**src/rtl/stream_mux_n.sv**
```systemverilog
// N-channel stream multiplexer: per-channel FIFOs, round-robin arbitration, optional packet lock.
// Define STREAM_MUX_N_OVF_COUNT_EN to build the saturating per-channel drop counters.
module stream_mux_n #(
  parameter int unsigned NCH         = 4,
  parameter int unsigned DW          = 9,
  parameter int unsigned FIFO_AW     = 4,
  parameter int unsigned PACKET_MODE = 0
) (
  input  logic                    aclk,
  input  logic                    areset,
  input  logic [NCH-1:0]          s_tvalid,
  input  logic [NCH*DW-1:0]       s_tdata,
  input  logic [NCH-1:0]          s_tlast,
  output logic [NCH-1:0]          s_tready,
  input  logic [NCH-1:0]          s_arb_req_suppress,
  output logic                    m_tvalid,
  input  logic                    m_tready,
  output logic [DW-1:0]           m_tdata,
  output logic                    m_tlast,
  output logic [$clog2(NCH)-1:0]  m_tid,
  output logic [NCH-1:0]          ovf_sticky,
  output logic [NCH*16-1:0]       ovf_count
);

  localparam int unsigned IdW   = $clog2(NCH);
  localparam int unsigned Depth = 1 << FIFO_AW;
  localparam int unsigned PtrW  = FIFO_AW + 1;
  localparam int unsigned WordW = DW + 1;

  typedef logic [WordW-1:0] word_t;
  typedef enum logic [0:0] {StIdle, StLocked} state_e;

  // FIFO storage and pointers
  word_t                     mem_q [NCH][Depth];
  word_t                     mem_d [NCH][Depth];
  logic [NCH-1:0][PtrW-1:0]  wr_ptr_q, wr_ptr_d;
  logic [NCH-1:0][PtrW-1:0]  rd_ptr_q, rd_ptr_d;
  logic [NCH-1:0]            fifo_empty, fifo_full;
  word_t                     head [NCH];
  logic [NCH-1:0]            push, pop, drop;
  logic [NCH-1:0]            sticky_q, sticky_d;

  // Arbitration and lock state
  logic [NCH-1:0]            eligible;
  logic                      rr_found;
  logic [IdW-1:0]            rr_grant;
  logic [IdW-1:0]            rr_idx;
  logic [IdW-1:0]            rr_ptr_q, rr_ptr_d;
  state_e                    state_q, state_d;
  logic [IdW-1:0]            lock_ch_q, lock_ch_d;
  logic                      sel_valid;
  logic [IdW-1:0]            sel_ch;
  logic                      load;

  // Output register
  logic                      m_tvalid_q, m_tvalid_d;
  logic [DW-1:0]             m_tdata_q, m_tdata_d;
  logic                      m_tlast_q, m_tlast_d;
  logic [IdW-1:0]            m_tid_q, m_tid_d;

  always_comb begin
    for (int unsigned i = 0; i < NCH; i++) begin
      fifo_empty[i] = (wr_ptr_q[i] == rd_ptr_q[i]);
      fifo_full[i]  = (wr_ptr_q[i][FIFO_AW] != rd_ptr_q[i][FIFO_AW]) &&
                      (wr_ptr_q[i][FIFO_AW-1:0] == rd_ptr_q[i][FIFO_AW-1:0]);
      head[i]       = mem_q[i][rd_ptr_q[i][FIFO_AW-1:0]];
      eligible[i]   = !fifo_empty[i] && !s_arb_req_suppress[i];
    end
  end

  assign s_tready = ~fifo_full;

  // Round-robin search starting at rr_ptr_q
  always_comb begin
    rr_found = 1'b0;
    rr_grant = '0;
    rr_idx   = '0;
    for (int unsigned k = 0; k < NCH; k++) begin
      rr_idx = IdW'((32'(rr_ptr_q) + k) % NCH);
      if (!rr_found && eligible[rr_idx]) begin
        rr_found = 1'b1;
        rr_grant = rr_idx;
      end
    end
  end

  always_comb begin
    state_d    = state_q;
    lock_ch_d  = lock_ch_q;
    rr_ptr_d   = rr_ptr_q;
    m_tvalid_d = m_tvalid_q;
    m_tdata_d  = m_tdata_q;
    m_tlast_d  = m_tlast_q;
    m_tid_d    = m_tid_q;
    pop        = '0;
    sel_valid  = rr_found;
    sel_ch     = rr_grant;

    // A locked channel is served regardless of suppress; an empty one stalls the output
    if (PACKET_MODE != 0 && state_q == StLocked) begin
      sel_valid = !fifo_empty[lock_ch_q];
      sel_ch    = lock_ch_q;
    end

    load = !m_tvalid_q || m_tready;

    if (load) begin
      m_tvalid_d = sel_valid;
      if (sel_valid) begin
        pop[sel_ch] = 1'b1;
        m_tdata_d   = head[sel_ch][DW-1:0];
        m_tlast_d   = head[sel_ch][DW];
        m_tid_d     = sel_ch;
        rr_ptr_d    = (sel_ch == IdW'(NCH - 1)) ? '0 : sel_ch + 1'b1;
        if (PACKET_MODE != 0) begin
          state_d   = head[sel_ch][DW] ? StIdle : StLocked;
          lock_ch_d = sel_ch;
        end
      end
    end
  end

  always_comb begin
    mem_d    = mem_q;
    wr_ptr_d = wr_ptr_q;
    rd_ptr_d = rd_ptr_q;
    sticky_d = sticky_q;
    push     = '0;
    drop     = '0;
    for (int unsigned i = 0; i < NCH; i++) begin
      // A full FIFO still takes the write when its head is popped this cycle
      push[i] = s_tvalid[i] && (!fifo_full[i] || pop[i]);
      drop[i] = s_tvalid[i] && fifo_full[i] && !pop[i];
      if (push[i]) begin
        mem_d[i][wr_ptr_q[i][FIFO_AW-1:0]] = {s_tlast[i], s_tdata[i*DW +: DW]};
        wr_ptr_d[i] = wr_ptr_q[i] + 1'b1;
      end
      if (pop[i]) begin
        rd_ptr_d[i] = rd_ptr_q[i] + 1'b1;
      end
      if (drop[i]) begin
        sticky_d[i] = 1'b1;
      end
    end
  end

  always_ff @(posedge aclk) begin
    mem_q <= mem_d;
  end

  always_ff @(posedge aclk) begin
    if (areset) begin
      wr_ptr_q   <= '0;
      rd_ptr_q   <= '0;
      sticky_q   <= '0;
      rr_ptr_q   <= '0;
      state_q    <= StIdle;
      lock_ch_q  <= '0;
      m_tvalid_q <= 1'b0;
      m_tdata_q  <= '0;
      m_tlast_q  <= 1'b0;
      m_tid_q    <= '0;
    end else begin
      wr_ptr_q   <= wr_ptr_d;
      rd_ptr_q   <= rd_ptr_d;
      sticky_q   <= sticky_d;
      rr_ptr_q   <= rr_ptr_d;
      state_q    <= state_d;
      lock_ch_q  <= lock_ch_d;
      m_tvalid_q <= m_tvalid_d;
      m_tdata_q  <= m_tdata_d;
      m_tlast_q  <= m_tlast_d;
      m_tid_q    <= m_tid_d;
    end
  end

  assign m_tvalid   = m_tvalid_q;
  assign m_tdata    = m_tdata_q;
  assign m_tlast    = m_tlast_q;
  assign m_tid      = m_tid_q;
  assign ovf_sticky = sticky_q;

`ifdef STREAM_MUX_N_OVF_COUNT_EN
  logic [NCH-1:0][15:0] ovf_cnt_q, ovf_cnt_d;

  always_comb begin
    ovf_cnt_d = ovf_cnt_q;
    for (int unsigned i = 0; i < NCH; i++) begin
      if (drop[i] && ovf_cnt_q[i] != 16'hFFFF) begin
        ovf_cnt_d[i] = ovf_cnt_q[i] + 16'd1;
      end
    end
  end

  always_ff @(posedge aclk) begin
    if (areset) begin
      ovf_cnt_q <= '0;
    end else begin
      ovf_cnt_q <= ovf_cnt_d;
    end
  end

  assign ovf_count = ovf_cnt_q;
`else
  assign ovf_count = '0;
`endif

endmodule

```
**config.mk**
```make
export PLATFORM = sky130hd
export DESIGN_NAME = stream_mux_n
export DESIGN_NICKNAME = d
export VERILOG_FILES = /design/src/rtl/stream_mux_n.sv
export SDC_FILE = /design/constraint.sdc
export NUM_CORES = 1
export LEC_CHECK = 0
export CAP_MARGIN = 10
export CORE_ASPECT_RATIO = 0.6
export CORE_MARGIN = 3
export CORE_UTILIZATION = 40
export CTS_BUF_LIST = sky130_fd_sc_hd__clkbuf_2
export DETAILED_ROUTE_END_ITERATION = 12
export PLACE_DENSITY = 0.63
export RECOVER_POWER = 50
export SYNTH_ARGS = -nofsm -noshare
export SYNTH_HDL_FRONTEND = slang
export SYNTH_SLANG_ARGS = --single-unit
```
**constraint.sdc**
```tcl
create_clock -name aclk -period 3.99 [get_ports aclk]
set_input_delay 0.399 -clock aclk [delete_from_list [all_inputs] [get_ports aclk]]
set_output_delay 0.399 -clock aclk [all_outputs]
set_load 0.005 [all_outputs]
```
==> flow_summary_export.csv <==
group,metric,value,unit
status,status,"finished, final reports clean",
logic_synthesis,netlist.top_cell.by_area,"edfxtp_1",
cts,clock-root-buffer,"clkbuf_2",
sta,grt_setup_unrepaired,"no",
global_route,grt_first_pass_wirelength,96500,µm
floorplan,die_y,212,µm
logic_synthesis,ys_warn_count,0,
logic_synthesis,avgSynthCellArea,19.8,µm²
setup_path,worst_path_largest_cell_delay,0.50,ns
place,placed_area,30400,µm²
setup_path,arrival,4.56,ns
setup_path,cpMaxStageDelayCell,"dfxtp_1",
logic_synthesis,yosysMostFrequentCell,"edfxtp_1",
sta,setup-tns-final,0,ns
power_and_ir_drop,p_per_area,513,nW/µm²
sta,whs,0.192,ns
global_route,grt_antenna_before_repair,8,
sta,post-route-period-util,0.928,
sta,hold_violations,0,
finish,layout.nets,1760,
sta,maxSlewViolCount,0,
logic_synthesis,synth_flop_cell,"edfxtp_1",
place,gp_congestion,0.799,
logic_synthesis,ys_seq_area_frac,0.721,
floorplan,ios,136,
setup_path,cp-end-kind,"flop",
place,io_buffers,71,
sta,fmax,270,MHz
floorplan,die_area,74100,µm²
logic_synthesis,yosys-top-cells-area,"edfxtp_1 (68%), mux4_2 (16%), dfxtp_1 (4.2%)",
sta,fin_ws,0.286,ns
finish,finalInstanceArea,31700,µm²
cts,clk_pin_slew_worst_paths,0.11,ns
cts,clk_latency,1.20,ns
detailed_routing,drtAntennaViolNets,0,
cts,htree_num_levels,4,
logic_synthesis,synth.distinct_cells,45,
logic_synthesis,synth_edf_count,640,
setup_path,crit_type,"flop to flop",
detailed_routing,wl_per_cell,24.1,µm
place,place_ws,0.431,ns
cts,cts_buffers,154,
finish,drive_gt1_frac,0.336,
floorplan,die_x,349,µm
power_and_ir_drop,total_power,16.3,mW
global_route,grt_overflow,0,
cts,cts_tree,"yes",
cts,post-cts-setup-buffers,0,
floorplan,fp-row-count,74,
power_and_ir_drop,power_leakage,10.5,nW
cts,cts_max_path_buffers,3,
logic_synthesis,async_flop_share,0,
cts,cts_sinks,699,
logic_synthesis,synth.top_cell.area_share,0.679,
job,cap_viol_max_count,0,
floorplan,core_area,69000,µm²
detailed_routing,dr.pass1.iters,5,
logic_synthesis,syn_inst,1429,
min_path,hp-class,"input pin to flop",
floorplan,initial_utilization,0.410,
detailed_routing,drc_errors,0,
detailed_routing,vias,14400,
sta,min_period,3.70,ns
sta,slew_headroom,0.309,
finish,syn_to_final_growth,12.2,%
cts,hold_buffers,5,
sta,tightest_slew,1.04,ns
setup_path,timing.critical_path.required,4.85,ns
global_route,grt_pass1_vias,14400,
setup_path,worstPathMaxFanout,10,
global_route,grt_usage,0.180,
logic_synthesis,synth_commonest_cells,"edfxtp_1 (640), mux4_2 (200), nor2_1 (71), buf_4 (67), dfxtp_1 (59)",
setup_path,worstPathCellList,"xor2_1, nor4_2, a21oi_2, a211o_1, o2bb2a_4, ha_1, nand3_1, o21ai_1, nand2_1, nor3_2, buf_4",
setup_path,crit_path_start_kind,"flop",
detailed_routing,drt_iter0_markers,1883,
detailed_routing,avgViaCountPerCell,5.30,
place,dp.final_hpwl,43300,µm
logic_synthesis,syn_area,28300,µm²
power_and_ir_drop,ir_drop,0.282,mV
sta,fin_skew,0.0652,ns
cts,ctsResizeCount,0,
global_route,grt_max_degree,44,
sta,setup_viol,0,
logic_synthesis,ys_ff_latch,699,
detailed_routing,wirelength,65600,µm
[final timing paths]
check | to | cells after the start | start | slack, ns
worst max-delay path | mem_q[306] | 11 | wr_ptr_q[5] | 0.29
worst min-delay path | mem_q[271] | 1 | s_tdata[19] | 0.19
worst max register to register | mem_q[306] | 11 | wr_ptr_q[5] | 0.29
worst min register to register | ovf_sticky[2] | 2 | ovf_sticky[2] | 0.50
[routing by layer]
metal  wire length [µm]  track usage  up-vias  part of all wire
met1              31700        0.294     7446              0.48
met5                  0            0        -                 0
met3               6640       0.0563       77              0.10
met2              26200        0.226      652              0.40
met4               1040       0.0536        0             0.016
li1                   -            -     6231                 -
[worst max-delay path: cells and delay by family (launching register included)]
kind	cells	cell delay [ns]
XOR/XNOR	1	0.14
AO/OA/AOI/OAI	4	1.21
AND/OR/NAND/NOR	4	0.92
flip-flops	1	0.50
buffers and inverters	1	0.24
adder cells (fa/ha/maj)	1	0.37
[area by class of cell]
type,count,area (µm²)
clock inverters,28,105
flip-flops and latches,699,20400
multi-input cells,637,7290
diodes,6,15.0
well taps,912,1140
fillers,5859,37200
repair buffers,177,1500
inverters,16,60.1
clock buffers,243,1220
[cells in the final DEF, fill, tap and decap left out, types with 3 or more instances in the layout]
master | Yosys | layout
nor2b_1 | 5 | 5
nor2_1 | 71 | 71
ha_1 | 24 | 24
inv_1 | 16 | 16
xnor2_1 | 8 | 8
and3_1 | 4 | 4
mux4_2 | 200 | 200
clkdlybuf4s50_1 | 0 | 13
nor3_1 | 20 | 4
o21ai_0 | 14 | 14
nor4_4 | 4 | 4
conb_1 | 1 | 64
diode_2 | 0 | 6
clkbuf_2 | 1 | 243
a221o_1 | 10 | 10
inv_2 | 0 | 8
edfxtp_1 | 640 | 640
nand2_1 | 47 | 47
nand2b_1 | 13 | 13
o21ai_1 | 4 | 4
a21oi_2 | 4 | 3
dlygate4sd3_1 | 0 | 62
nor3b_1 | 10 | 10
or3_1 | 12 | 12
clkinv_1 | 0 | 20
nand3_1 | 20 | 20
dfxtp_1 | 59 | 51
mux2_2 | 18 | 18
mux2_1 | 6 | 6
nor3_2 | 1 | 17
dfxtp_2 | 0 | 8
xor2_1 | 28 | 28
buf_4 | 67 | 98
clkbuf_1 | 33 | 3
a21oi_1 | 32 | 33
[power by group]
part,total [mW],internal [mW],switching (mW)
registers,8.45,8.28,0.167
logic,3.54,1.61,1.94
clock network,4.29,1.59,2.70
total,16.3,11.5,4.81
[state kept, by name (all words and copies together), names as in the netlist]
register / flops
m_tdata: 9
m_tid: 2
rd_ptr_q: 20
rr_ptr_q: 2
wr_ptr_q: 20
mem_q: 640
ovf_sticky: 4
m_tvalid: 1
m_tlast: 1
[per-stage QoR]
stage,util,cells
3_5_place_dp,0.441,2436
6_report,0.460,2718
2_1_floorplan,-,1492
3_3_place_gp,0.441,2436
5_1_grt,0.460,2714
4_1_cts,0.460,2712
[cell families (layout without fill, tap and decap cells)]
family | Yosys count | in the layout | share of synthesized area
flops | 699 | 699 | 0.721
mux | 225 | 225 | 0.169
simple gates | 211 | 211 | 0.0380
buf+inv | 156 | 464 | 0.0321
compound gates | 77 | 77 | 0.0179
xor+xnor | 36 | 36 | 0.0111
fa+ha+maj | 24 | 24 | 0.0106
other cells | 1 | 70 | 0.000133
Note: power is estimated with default switching activity, not from simulation.
